## config.mk

```make
export PLATFORM = sky130hd
export DESIGN_NAME = pc_sequencer
export DESIGN_NICKNAME = d
export VERILOG_FILES = /design/src/rtl/pc_sequencer_pkg.sv /design/src/rtl/pc_sequencer_next_pc_sel.sv /design/src/rtl/pc_sequencer.sv
export SDC_FILE = /design/constraint.sdc
export NUM_CORES = 1
export LEC_CHECK = 0
export ABC_AREA = 1
export BUFFER_PORTS_ARGS = -buffer_cell sky130_fd_sc_hd__buf_4
export CAP_MARGIN = 20
export CORE_MARGIN = 2
export CORE_UTILIZATION = 50
export CTS_CLUSTER_SIZE = 24
export DETAILED_ROUTE_END_ITERATION = 12
export GPL_TIMING_DRIVEN = 1
export PLACE_DENSITY = 0.86
export SYNTH_ARGS = -nofsm -noshare
export SYNTH_HDL_FRONTEND = slang
export SYNTH_HIERARCHICAL = 1
export SYNTH_SLANG_ARGS = --single-unit
```

## constraint.sdc

```tcl
create_clock -name clk -period 4.6 [get_ports clk]
set_input_delay 0.23 -clock clk [delete_from_list [all_inputs] [get_ports clk]]
set_output_delay 0.23 -clock clk [all_outputs]
set_load 0.01 [all_outputs]
```

## src/rtl/pc_sequencer_pkg.sv

```systemverilog
// Shared types and constants for the PC sequencer.
// This package holds the FSM states, the reset and exception vectors, and the next-PC source codes.
package pc_sequencer_pkg;

  localparam logic [31:0] RESET_VECTOR = 32'h0000_0000;
  localparam logic [31:0] EXC_VECTOR   = 32'h0000_0180;

  typedef enum logic [1:0] {
    S_IDLE  = 2'd0,
    S_FETCH = 2'd1,
    S_EXEC  = 2'd2,
    S_HALT  = 2'd3
  } state_t;

  typedef enum logic [2:0] {
    SRC_SEQ = 3'd0,
    SRC_BR  = 3'd1,
    SRC_J   = 3'd2,
    SRC_JR  = 3'd3,
    SRC_EXC = 3'd4
  } src_t;

  function automatic logic is_misaligned(input logic [31:0] addr);
    return addr[1:0] != 2'b00;
  endfunction

endpackage

```

## src/rtl/pc_sequencer_next_pc_sel.sv

```systemverilog
// Combinational next-PC selection: jr > jump > branch > pc+4, trapping misaligned targets.
module next_pc_sel
  import pc_sequencer_pkg::*;
(
  input  logic [31:0] pc,
  input  logic        branch_taken,
  input  logic [31:0] branch_target,
  input  logic        jump,
  input  logic [31:0] jump_target,
  input  logic        jr,
  input  logic [31:0] jr_target,
  output logic [31:0] next_pc,
  output logic        misalign
);

  logic [31:0] candidate;
  src_t        src;

  always_comb begin
    candidate = pc + 32'd4;
    src       = SRC_SEQ;
    if (jr) begin
      candidate = jr_target;
      src       = SRC_JR;
    end else if (jump) begin
      candidate = jump_target;
      src       = SRC_J;
    end else if (branch_taken) begin
      candidate = branch_target;
      src       = SRC_BR;
    end
    // A misaligned candidate overrides whichever source produced it.
    if (is_misaligned(candidate)) begin
      src = SRC_EXC;
    end
  end

  always_comb begin
    next_pc  = candidate;
    misalign = 1'b0;
    case (src)
      SRC_EXC: begin
        next_pc  = EXC_VECTOR;
        misalign = 1'b1;
      end
      default: next_pc = candidate;
    endcase
  end

endmodule

```

## src/rtl/pc_sequencer.sv

```systemverilog
// PC register and fetch/execute FSM.
// Each instruction is fetched through a req/ack handshake and held for one execute cycle.
module pc_sequencer
  import pc_sequencer_pkg::*;
(
  input  logic        clk,
  input  logic        reset,
  output logic        imem_req,
  output logic [31:0] imem_addr,
  input  logic        imem_ack,
  input  logic [31:0] imem_rdata,
  output logic [31:0] instr,
  output logic        instr_valid,
  output logic [31:0] pc,
  output logic [31:0] pc_plus4,
  input  logic        branch_taken,
  input  logic [31:0] branch_target,
  input  logic        jump,
  input  logic [31:0] jump_target,
  input  logic        jr,
  input  logic [31:0] jr_target,
  input  logic        halt,
  output logic        exc,
  output logic        halted
);

  state_t      state, state_next;
  logic [31:0] pc_next, instr_next;
  logic        exc_next;
  logic [31:0] sel_pc;
  logic        sel_misalign;

  next_pc_sel u_next_pc_sel (
    .pc            (pc),
    .branch_taken  (branch_taken),
    .branch_target (branch_target),
    .jump          (jump),
    .jump_target   (jump_target),
    .jr            (jr),
    .jr_target     (jr_target),
    .next_pc       (sel_pc),
    .misalign      (sel_misalign)
  );

  always_ff @(posedge clk) begin
    if (reset) begin
      state <= S_IDLE;
      pc    <= RESET_VECTOR;
      instr <= '0;
      exc   <= 1'b0;
    end else begin
      state <= state_next;
      pc    <= pc_next;
      instr <= instr_next;
      exc   <= exc_next;
    end
  end

  // Control inputs only matter in S_EXEC, and an ack seen outside S_FETCH is dropped.
  always_comb begin
    state_next = state;
    pc_next    = pc;
    instr_next = instr;
    exc_next   = 1'b0;
    case (state)
      S_IDLE:  state_next = S_FETCH;
      S_FETCH: begin
        if (imem_ack) begin
          instr_next = imem_rdata;
          state_next = S_EXEC;
        end
      end
      S_EXEC: begin
        if (halt) begin
          state_next = S_HALT;
        end else begin
          pc_next    = sel_pc;
          exc_next   = sel_misalign;
          state_next = S_FETCH;
        end
      end
      S_HALT:  state_next = S_HALT;
      default: state_next = S_IDLE;
    endcase
  end

  assign imem_req    = (state == S_FETCH);
  assign imem_addr   = pc;
  assign instr_valid = (state == S_EXEC);
  assign halted      = (state == S_HALT);
  assign pc_plus4    = pc + 32'd4;

endmodule

```

# After elaboration in Yosys (flattened, before gate mapping)
# Index checks and enable logic that the tools add are counted.
[op_classes]
addsub = 1
n_eq_ne = 5
muxes = 12
bitwise_logic = 2
n_reduce_logical = 5
[ops]
columns = ["operator", "n"]
rows = [
  ["32-bit 2-to-1 mux", 4],
  ["32-bit by 3-bit adder with 32-bit output, second input constant", 1],
  ["3-bit 2-to-1 mux", 3],
  ["2-bit one-hot mux with 4 select lines", 1],
  ["2-bit == test, second input constant", 2],
  ["2-bit 2-to-1 mux", 2],
  ["2-bit AND reduction", 2],
  ["3-bit == test, second input constant", 1],
  ["3-bit OR reduction", 1],
  ["2-bit by 1-bit == test with 1-bit output, second input constant", 1],
  ["2-bit zero test", 1],
  ["1-bit 2-to-1 mux", 2],
  ["2-bit by 1-bit inequality test with 1-bit output, second input constant", 1],
  ["1-bit NOT", 2],
  ["2-bit nonzero test", 1],
]
[totals]
register_bits = 67
out_inout_bits = 132

# Longest topological paths before layout
[logic_depth]
depth_word = 8
ltp_mapped = 13
ltp_nobuf = 13

# Modules after synthesis
# The synthesis kept the hierarchy.
[modules_own_cells]
columns = ["module", "instances", "cells_per_inst", "area_per_inst_um2", "seq_area_each_um2"]
rows = [
  ["pc_sequencer", 1, 512, 3565.9, 1341.3],
  ["next_pc_sel", 1, 411, 1930.6, 0.0],
]

# Least setup slack after synthesis
# OpenSTA, ideal clock, no wires.
[synth_timing]
kind = "register to register"
start = "reg pc[3], in the netlist imem_addr[3]"
end = "reg pc[20], in the netlist imem_addr[20]"
setup_ps = 119
arrival_ps = 1717
setup_slack_ps = 2763
path_stages_with_launch = 13
path_buffers = 0
synth_period_minus_slack_ps = 1837
cell_sequence = "dfxtp_1 > ha_1 > nand2_1 > nor2_2 > nand2_2 > nor2_4 > nand3_1 > nand3_1 > nand2_1 > nand2_1 > a21oi_1 > o21ai_0 > a21oi_1"
[synth_via]
elab_chain_len = 5
[synth_lines]
columns = ["item", "line", "text"]
rows = [
  ["start: declaration", "pc_sequencer.sv:14", "output logic [31:0] pc,"],
  ["start signal: assignment", "pc_sequencer.sv:53", "pc <= pc_next;"],
  ["32-bit by 3-bit adder with 32-bit output", "pc_sequencer_next_pc_sel.sv:20", "candidate = pc + 32'd4;"],
  ["32-bit 2-to-1 mux", "pc_sequencer_next_pc_sel.sv:28", "end else if (branch_taken) begin"],
  ["32-bit 2-to-1 mux", "pc_sequencer_next_pc_sel.sv:25", "end else if (jump) begin"],
  ["32-bit 2-to-1 mux", "pc_sequencer_next_pc_sel.sv:22", "if (jr) begin"],
  ["32-bit 2-to-1 mux", "pc_sequencer_next_pc_sel.sv:41", "case (src)"],
  ["named net sel_pc[20]", "pc_sequencer.sv:30", "logic [31:0] sel_pc;"],
]
# The timed path passes the listed nets, and every way through them passes these cells.
# A chain may end at the register's enable or synchronous reset.

# Worst setup path in the final report
[layout_timing]
start = "reg pc[2], in the netlist imem_addr[2]"
end = "out pc_plus4[16]"
[layout_via]
elab_chain_len = 1
[layout_lines]
columns = ["item", "line", "text"]
rows = [
  ["32-bit by 3-bit adder with 32-bit output", "pc_sequencer.sv:91", "assign pc_plus4 = pc + 32'd4;"],
  ["end: declaration", "pc_sequencer.sv:15", "output logic [31:0] pc_plus4,"],
]
# Every way passes these cells.

==> impl_summary.md <==
Worst setup path
The longest individual stage delay on the worst path is 0.59 ns. For the worst setup path, the data arrival time is 2.15 ns. The signal on the critical path passes through ha_1 > nand3_1 > nor2_2 > nand3_1 > xor2_1 > buf_4. STA classifies the critical path endpoint as an output pin. Data on the critical path is required at its endpoint by 4.37 ns. The element type at the critical path start is a register. The critical path in this run is classified as reg -> out. The highest-delay cell along the critical path is sky130_fd_sc_hd__dfxtp_1.

Of all nets on the critical path, the largest fanout is 9. The cell that appears most often on the critical path is sky130_fd_sc_hd__nand3_1.

Routing
The final layout contains routed wiring with a total length of slightly above 20000 um. After the first detailed-routing iteration, the DRC count stood at 580. In the final routed layout, each cell accounts on average for 16.0 um. Dividing the detail-routed via count by the number of cells gives 5.51.

For this run, design rule violations remaining after detail routing come to 0. The routed layout has around 7000 vias. The number of optimization iterations in the first detailed-route pass is 6. Once detail routing completed, the nets flagged for antenna violations numbered 0.

Cells and area
The most frequent standard cell in the layout excluding fill and tap cells is sky130_fd_sc_hd__buf_4. The repair_antennas step left the layout with diodes totalling 0. Cells with a size suffix above 1 make up 29.0% of the layout. The final-layout fill cell count is 1026. The total non-filler cell area in the finished layout is 7300 sq um. The area growth from synthesis to layout is 32.9%. Across the whole layout, storage elements account for 1340 sq um. Summing all multi-input logic gate instances after layout gives 3390 sq um. The top cell types in the final layout, fill and taps aside, are 267 x sky130_fd_sc_hd__buf_4, 250 x sky130_fd_sc_hd__nand2_1, 118 x sky130_fd_sc_hd__a21oi_1, 113 x sky130_fd_sc_hd__nor2_1, 86 x sky130_fd_sc_hd__nand3_1. The final net count is 1259. The count of cells in the finished layout, fillers not included, comes to between 1000 and 1500.

Floorplanning
Once the floorplan was initialized, standard cells occupied 50.9% of the core. The I/O pin total is 267. The die covers between 10000 and 15000 sq um.

The total number of placement rows is 38. The die width is 109 um. The total area inside the core boundary comes to 10800 sq um. Measured along the y axis, the die boundary spans 109 um.

Flow run
The total of max-cap violations is 0.

Clock tree
The number of clock buffers added by TritonCTS is 9. The hold buffer count at CTS is 0. Clock-pin slew was measured on the worst setup and hold paths at 0.08 ns. Counting along the longest clock path gives a buffer depth of 2. For the worst-skew pair, the clock arrives at the later sink with an insertion delay of 0.36 ns.

The CTS root buffer is sky130_fd_sc_hd__clkbuf_8. Gates resized during post-CTS repair numbered 0. The clock net in this run drives a total of 67 sinks. Post-CTS timing repair inserted 0 buffers for setup. The depth of the CTS H-tree is 3. TritonCTS built the clock tree.

GRT
Entering global routing, the biggest net connects 55 pins. The number of global-route vias before repair is ~6400. The first global-routing pass estimated 31700 um of wire.

The number of antenna violations at the first check in global routing is 0. The total overflow left after global routing is 0. Global routing used 34.1% of the available tracks across all layers.

Yosys
The most used flip-flop cell after synthesis is sky130_fd_sc_hd__dfxtp_1. Counting flops with a built-in enable in the synthesized netlist gives 0. After synthesis, the largest area contributor takes up approximately 24% of total cell area. Counting every instance in the synthesized netlist gives 923. The largest total area in the synthesized netlist belongs to sky130_fd_sc_hd__dfxtp_1. The fraction of registers with async set or reset after synthesis is 0%. The mapped cell area is 5500 sq um. The flop and latch count out of synthesis is 67.

The count of different cell masters after synthesis is 33. A synthesized cell averages ~6 sq um. The synthesis warning total is 6.

Of the synthesized area, sequential elements account for 24.4%. By area the synthesized netlist is led by sky130_fd_sc_hd__dfxtp_1 24%, sky130_fd_sc_hd__nand2_1 17%, sky130_fd_sc_hd__a21oi_1 11%.

Placement
The number of instances in the placed design is about 1300. The instance area at placement is approximately 7100 sq um. The count of input and output buffers is 266. Routability-driven placement finished with a final weighted congestion of approximately 1. The estimated wirelength of the detail-placed design is 15200 um.

Power
The sequential share of power is between 40 and 50%. In this run, the clock network consumes about a third of the power. Cell internal power was estimated by the tool at 959 uW. The switching power as a share of total power is between 30% and 40%. For this design the ratio of total power to cell area is 195 nW/um^2. The power dissipated by switching net loads is 461 uW.

Summed over all cells, the static leakage comes to ~3.2 nW. IR analysis of the VDD net gives a maximum drop of 248 uV. The combinational share of power is between 20% and 30%.

Timing
The setup violation total in the final timing report is 0. Headroom to the max-slew limit came out at 46.5%. Based on the critical path, the design can be clocked at up to 421 MHz.

The maximum clock skew at final layout is 0.00911 ns. The number of pins exceeding their max-slew limit in the final report is 0. The number of endpoints with negative hold slack in the final report came to 0. The final period demand of the worst path is 2.38 ns. Setup repair after global routing left no endpoint under its margin. Hold is met by 0.141 ns.

Of the available clock period, the critical path in the final layout requires 51.7%. The measured slew at the worst slew-check pin is 0.801 ns. The total negative slack for setup checks is 0 ns.

Hold path
In this run the worst hold path is classified as in -> reg.

Run status
The run finished with clean final reports.
==> sequential cells by signal (all words and copies together) (netlist names) <==
| signal | cells |
|---|---|
| instr | 32 |
| exc | 1 |
| state | 2 |
| imem_addr | 32 |
==> worst paths after layout <==
kind                               startpoint       endpoint  slack [ns]  cells past startpoint
worst min-delay path            imem_rdata[5]       instr[5]        0.14                      3
worst min register to register       instr[8]       instr[8]        0.47                      2
worst max-delay path             imem_addr[2]   pc_plus4[16]        2.22                      6
worst max register to register   imem_addr[2]  imem_addr[10]        2.34                     10
==> area by class of cell <==
class | instances | share of cell area [%]
Sequential cell | 67 | 18.4
Tap cell | 140 | 2.40
Timing Repair Buffer | 267 | 27.4
Multi-Input combinational cell | 717 | 46.4
Clock inverter | 6 | 0.582
Inverter | 60 | 3.12
Clock buffer | 9 | 1.70
==> metrics by stage <==
stage	util, %	power (mW)	worst slack, ns
6_report	67.7	1.42	2.22
5_1_grt	67.7	1.48	2.08
4_1_cts	67.7	1.42	2.25
3_5_place_dp	66.1	0.981	2.27
3_3_place_gp	66.1	0.978	2.36
2_1_floorplan	-	0.819	2.76
==> metal layers <==
layer	up-vias	global-route usage, %	part of all wire, %
li1	3351	-	-
met1	3144	42.6	39
met2	430	57.3	47
met3	52	7.65	11
met4	0	13.0	2.7
met5	-	0	0
==> synthesized netlist by cell type, types with 2 or more instances <==
cell and number:
sky130_fd_sc_hd__nand2_1 250, sky130_fd_sc_hd__a21oi_1 118, sky130_fd_sc_hd__nor2_1 113, sky130_fd_sc_hd__nand3_1 86, sky130_fd_sc_hd__dfxtp_1 67, sky130_fd_sc_hd__inv_1 55, sky130_fd_sc_hd__o21ai_0 49, sky130_fd_sc_hd__buf_4 38
sky130_fd_sc_hd__xor2_1 21, sky130_fd_sc_hd__clkbuf_1 20, sky130_fd_sc_hd__buf_6 12, sky130_fd_sc_hd__nor2_2 12, sky130_fd_sc_hd__o21ai_1 11, sky130_fd_sc_hd__or2_2 8, sky130_fd_sc_hd__buf_2 7, sky130_fd_sc_hd__nand2_2 7
sky130_fd_sc_hd__nor2_4 7, sky130_fd_sc_hd__o211ai_1 7, sky130_fd_sc_hd__xnor2_1 6, sky130_fd_sc_hd__inv_2 4, sky130_fd_sc_hd__nand3b_1 4, sky130_fd_sc_hd__nor3_1 4, sky130_fd_sc_hd__a21oi_2 3, sky130_fd_sc_hd__buf_1 2
sky130_fd_sc_hd__ha_1 2, sky130_fd_sc_hd__nand2_4 2, sky130_fd_sc_hd__nand4_1 2
==> power by group through the flow <==
stage                     Sequential (mW)  Clock (mW)  Combinational, mW
after floorplan                     0.644           0              0.175
after global placement              0.642           0              0.336
after detailed placement            0.643           0              0.338
after CTS                           0.630       0.448              0.339
after global routing                0.634       0.471              0.373
final                               0.631       0.447              0.343
==> critical path, delay by kind of cell (launching register included) <==
family | cells | cell delay, ns
flip-flops | 1 | 0.59
AND/OR/NAND/NOR | 3 | 0.59
adder cells (fa/ha/maj) | 1 | 0.28
XOR/XNOR | 1 | 0.17
buffers and inverters | 1 | 0.14
==> cell families after synthesis <==
logic type | after synthesis | synth area share [%]
AO/OA/AOI/OAI | 189 | 17.8
XOR/XNOR | 27 | 4.30
adder cells (fa/ha/maj) | 2 | 0.455
buffers and inverters | 140 | 14.0
flip-flops | 67 | 24.4
other | 1 | 0.0682
AND/OR/NAND/NOR | 497 | 39.0
Power figures use the tool's default switching activity.
